## src/rtl/regfile_wb_arbiter.sv

```systemverilog
// Write-port arbiter for the 16x16 register file: three writeback sources, one registered write per cycle.
// Build option WB_RR_ARB_EN selects round-robin arbitration; otherwise fixed priority 0 > 1 > 2.
module regfile_wb_arbiter #(
    parameter int DW = 16,
    parameter int AW = 4
) (
    input  logic              clk,
    input  logic              rst,
    input  logic [2:0]        req_valid,
    input  logic [3*AW-1:0]   req_addr,
    input  logic [3*DW-1:0]   req_data,
    output logic [2:0]        req_ready,
    input  logic              wb_stall,
    output logic [AW-1:0]     add_Rd,
    output logic [DW-1:0]     data_wr,
    output logic              regwr,
    output logic [1:0]        grant_id,
    output logic [7:0]        r0_drop_cnt
);
    localparam int NSRC = 3;

    logic [AW-1:0] src_addr [NSRC];
    logic [DW-1:0] src_data [NSRC];
    logic [1:0]    order_idx [NSRC];
    logic [1:0]    ptr;

    logic [1:0]    grant_idx;
    logic          grant_any;
    logic          accept;

    logic [AW-1:0] add_rd_reg, add_rd_next;
    logic [DW-1:0] data_wr_reg, data_wr_next;
    logic          regwr_reg, regwr_next;
    logic [1:0]    grant_id_reg, grant_id_next;
    logic [7:0]    r0_cnt_reg, r0_cnt_next;

`ifdef WB_RR_ARB_EN
    logic [1:0] ptr_reg, ptr_next;
    assign ptr = ptr_reg;
`else
    assign ptr = 2'd0;
`endif

    // order_idx[k] is the source examined k-th, starting from the pointer (mod 3)
    genvar gi;
    generate
        for (gi = 0; gi < NSRC; gi++) begin : g_src
            logic [2:0] order_sum;
            assign src_addr[gi]  = req_addr[gi*AW +: AW];
            assign src_data[gi]  = req_data[gi*DW +: DW];
            assign order_sum     = {1'b0, ptr} + 3'(gi);
            assign order_idx[gi] = (order_sum >= 3'd3) ? 2'(order_sum - 3'd3) : order_sum[1:0];
            assign req_ready[gi] = accept && (grant_idx == 2'(gi));
        end
    endgenerate

    // Scan from the lowest-priority slot upward so the highest-priority valid source wins last
    always_comb begin
        grant_idx = 2'd0;
        grant_any = 1'b0;
        for (int k = NSRC - 1; k >= 0; k--) begin
            if (req_valid[order_idx[k]]) begin
                grant_idx = order_idx[k];
                grant_any = 1'b1;
            end
        end
    end

    assign accept = grant_any && !wb_stall && !rst;

    always_comb begin
        add_rd_next   = add_rd_reg;
        data_wr_next  = data_wr_reg;
        regwr_next    = 1'b0;
        grant_id_next = 2'b11;
        r0_cnt_next   = r0_cnt_reg;
        if (accept) begin
            add_rd_next   = src_addr[grant_idx];
            data_wr_next  = src_data[grant_idx];
            regwr_next    = |src_addr[grant_idx];
            grant_id_next = grant_idx;
            if (src_addr[grant_idx] == '0 && r0_cnt_reg != 8'hFF)
                r0_cnt_next = r0_cnt_reg + 8'd1;
        end
    end

`ifdef WB_RR_ARB_EN
    always_comb begin
        ptr_next = ptr_reg;
        if (accept)
            ptr_next = (grant_idx == 2'd2) ? 2'd0 : grant_idx + 2'd1;
    end

    always_ff @(posedge clk) begin
        if (rst)
            ptr_reg <= 2'd0;
        else
            ptr_reg <= ptr_next;
    end
`endif

    always_ff @(posedge clk) begin
        if (rst) begin
            add_rd_reg   <= '0;
            data_wr_reg  <= '0;
            regwr_reg    <= 1'b0;
            grant_id_reg <= 2'b11;
            r0_cnt_reg   <= 8'd0;
        end else begin
            add_rd_reg   <= add_rd_next;
            data_wr_reg  <= data_wr_next;
            regwr_reg    <= regwr_next;
            grant_id_reg <= grant_id_next;
            r0_cnt_reg   <= r0_cnt_next;
        end
    end

    // A write still in the output register when reset arrives must not reach the register file
    assign regwr       = regwr_reg && !rst;
    assign add_Rd      = add_rd_reg;
    assign data_wr     = data_wr_reg;
    assign grant_id    = grant_id_reg;
    assign r0_drop_cnt = r0_cnt_reg;

endmodule

```

## config.mk

```make
export PLATFORM = sky130hd
export DESIGN_NAME = regfile_wb_arbiter
export DESIGN_NICKNAME = d
export VERILOG_FILES = /design/src/rtl/regfile_wb_arbiter.sv
export SDC_FILE = /design/constraint.sdc
export NUM_CORES = 1
export LEC_CHECK = 0
export BUFFER_PORTS_ARGS = -buffer_cell sky130_fd_sc_hd__buf_2
export CAP_MARGIN = 40
export CORE_MARGIN = 2
export CORE_UTILIZATION = 42
export DETAILED_ROUTE_END_ITERATION = 7
export MAX_ROUTING_LAYER = met4
export PLACE_DENSITY = 0.89
export SYNTH_ARGS = -nofsm -noshare
export SYNTH_HDL_FRONTEND = slang
export SYNTH_SLANG_ARGS = --single-unit
```

## constraint.sdc

```tcl
create_clock -name clk -period 3 [get_ports clk]
set_input_delay 0.6 -clock clk [delete_from_list [all_inputs] [get_ports clk]]
set_output_delay 0.6 -clock clk [all_outputs]
set_load 0.01 [all_outputs]
```

==> qor.yml <==
outcome:
  status: "finished clean"
clock_network:
  cts_setup_buffers: 0
  clockBufferDepth: 2
  clock_latency_ns: 0.27
  ctsHoldBuffers: 0
  clkTransAtPathRegs_ns: 0.06
  cts_buffers: 5
  htreeDepth: 2
  cts_sinks: 31
  cts_tree: "built"
  clock-root-buffer: "clkbuf_8"
  cts.repair.resized: 0
sta:
  slew_violations: 0
  fin_hold_ws_ns: 0.471
  setup-violations-final: 0
  fin_tns_setup_ns: 0
  skew_ns: 0.00475
  tightest_slew_ns: 0.394
  fin_crit_sh_pct: 86.0
  slew_headroom_pct: 73.6
  final_hold_viol_count: 0
  period_needed_ns: 2.58
  rsz0062_at_grt: "no"
  fmax_ghz: 0.388
synthesis:
  synth_cell_types: 30
  synth_mux_area_share_pct: 1.44
  ys.flop_type: "dfxtp_1"
  synth_top_area_share_pct: 39.7
  syn_nets: 250
  async_flop_share_pct: 0
  synthTopCellsByArea: "dfxtp_1 (40%), a22o_1 (9.0%), a22oi_1 (7.7%), a21oi_1 (7.1%), nand2_1 (7.0%)"
  ys_seq_area_share_pct: 39.7
  avgSynthCellArea_um2: 8.53
  synth_simple_gate_area_share_pct: 22.1
  synth_fa_ha_area_share_pct: 0.801
  yosysWarnings: 0
  synthCells: 183
  synth_top_family_by_area: "compound AO/OA/AOI/OAI gates"
  synth-edff-count: 0
  synth_area_leader_cell: "dfxtp_1"
  syn_area_um2: 1560
  synthXorXnorAreaFrac_pct: 0
  ys_ff_latch: 31
  synth_compound_area_share_pct: 31.2
route:
  wirelength_um: 4270
  ant_nets: 0
  drtIter0Drc: 121
  wire_per_inst_um: 13.1
  vias: 1783
  drc: 0
  viasPerCell: 5.49
  first_pass_iters: 4
placement:
  place_inst: 319
  hpwl_um: 3240
  globalplace.congestion: 0.844
  io_buffers: 99
run:
  maxCapViolCount: 0
cells_and_area:
  syn_to_final_growth_pct: 38.7
  nNetsFinal: 345
  largest_reg_flops: 16
  diodes: 0
  final_layout_size_suffix_gt1_share_pct: 43.0
  n_fill_cell: 356
  final_cells: 325
  final_util_pct: 60.1
grt:
  grt_max_degree: 32
  track_usage_pct: 21.0
  grt-ovfl-total: 0
  grt_pass1_wl_um: 6790
  grt_pass1_vias: 1599
  antenna_found_initial: 0
worst_setup_path:
  worstPathRequired_ns: 3.16
  slowest_stage: "or4_4"
  cp_max_fo: 15
  endpoint_kind: "flop"
  crit_family: "simple AND/OR/NAND/NOR gates"
  critPathLaunchType: "input port"
  path_cells: "buf_2 -> or4b_1 -> o221a_2 -> or4_4 -> nor4_1 -> mux2_2"
  crit_arrival_ns: 2.74
  cp_num_buf_inv: 1
  critPathMaxStageDelay_ns: 0.63
  crit_type: "in2reg"
floorplan:
  ios: 100
  die_width_um: 65.0
  core_area_um2: 3610
  die-area_um2: 4220
  num_rows: 22
  dieHeight_um: 65.0
  floorplan.initialDensity_pct: 43.3
pwr:
  power_density_nw_per_um2: 408
  p_leak_nw: 0.999
  ir_drop_v: 0.000263
hold_path:
  worstHoldPathType: "reg2reg"
final timing paths:
kind | from | end | slack [ns] | cells past startpoint
worst max-delay path | req_valid[1] | r0_drop_cnt[5]$_SDFFE_PP0P_ | 0.42 | 6
worst min register to register | add_Rd[2]$_SDFFE_PP0P_ | add_Rd[2]$_SDFFE_PP0P_ | 0.47 | 2
worst min-delay path | add_Rd[2]$_SDFFE_PP0P_ | add_Rd[2]$_SDFFE_PP0P_ | 0.47 | 2
worst max register to register | r0_drop_cnt[0]$_SDFFE_PP0P_ | r0_drop_cnt[5]$_SDFFE_PP0P_ | 1.26 | 5
metrics by stage:
| stage | total power, mW | instance area (um2) | setup WS (ns) |
|---|---|---|---|
| floorplan | 0.533 | 1560 | 0.338 |
| global route | 0.930 | 2170 | 0.337 |
| detailed placement | 0.610 | 2090 | 0.138 |
| global placement | 0.607 | 2090 | 0.180 |
| finish | 0.884 | 2170 | 0.421 |
| CTS | 0.896 | 2170 | 0.426 |
area by class of cell:
class	instances	area, um2	share of cell area (%)
Clock buffer	6	72.6	3.35
Multi-Input combinational cell	135	872	40.3
Sequential cell	31	621	28.7
Tap cell	48	60.1	2.77
Timing Repair Buffer	105	541	25.0
synthesized netlist by cell type (all sizes together) (2+ instances only):
master  instances
a21oi          22
a22o           16
a22oi          16
and2            2
buf             3
clkbuf         14
dfxtp          31
mux2            2
nand2          29
nand3           3
nand3b          4
nand4           2
nor2            4
nor2b           4
o21ai           3
o221a           4
o31ai           5
or3             2
or4             5
or4b            4
power breakdown:
| part | switching (mW) | internal [mW] | total (mW) |
|---|---|---|---|
| Combinational | 0.0793 | 0.0835 | 0.163 |
| Sequential | 0.00807 | 0.430 | 0.438 |
| Clock | 0.129 | 0.154 | 0.283 |
| Total | 0.216 | 0.667 | 0.884 |
cells by family (layout without fill, tap and decap cells):
logic type      after synthesis  in the layout
fa+ha+maj                     1              1
flops                        31             31
buf+inv                      17            111
mux                           2              2
compound gates               68             68
simple gates                 64             64
layout by cell type, fill, tap and decap left out, types with 2 or more instances in the layout:
cell | netlist | final
a22o_1 | 16 | 16
o21ai_0 | 3 | 3
nor2b_1 | 4 | 4
nand3b_1 | 4 | 4
nor2_1 | 4 | 4
buf_4 | 0 | 6
or4b_1 | 4 | 4
or3_1 | 2 | 2
o31ai_1 | 5 | 4
or4_1 | 4 | 4
o221a_2 | 4 | 4
and2_1 | 2 | 2
nand3_1 | 3 | 3
dfxtp_1 | 31 | 31
nand2_1 | 29 | 29
a22oi_1 | 16 | 16
mux2_2 | 2 | 2
a21oi_1 | 22 | 22
nand4_1 | 2 | 2
clkbuf_8 | 0 | 5
buf_2 | 2 | 99
worst reg2reg max path, delay by kind of cell (launching register included):
family,cells,cell delay [ns]
simple gates,3,0.65
fa+ha+maj,1,0.25
mux,1,0.37
flops,1,0.36
metal layers:
layer | GRT usage (%) | routed length, um
met4 | 6.12 | 36
met3 | 6.08 | 269
met5 | - | 0
met2 | 38.0 | 2170
met1 | 22.0 | 1790
(Power assumes the default switching activity.)
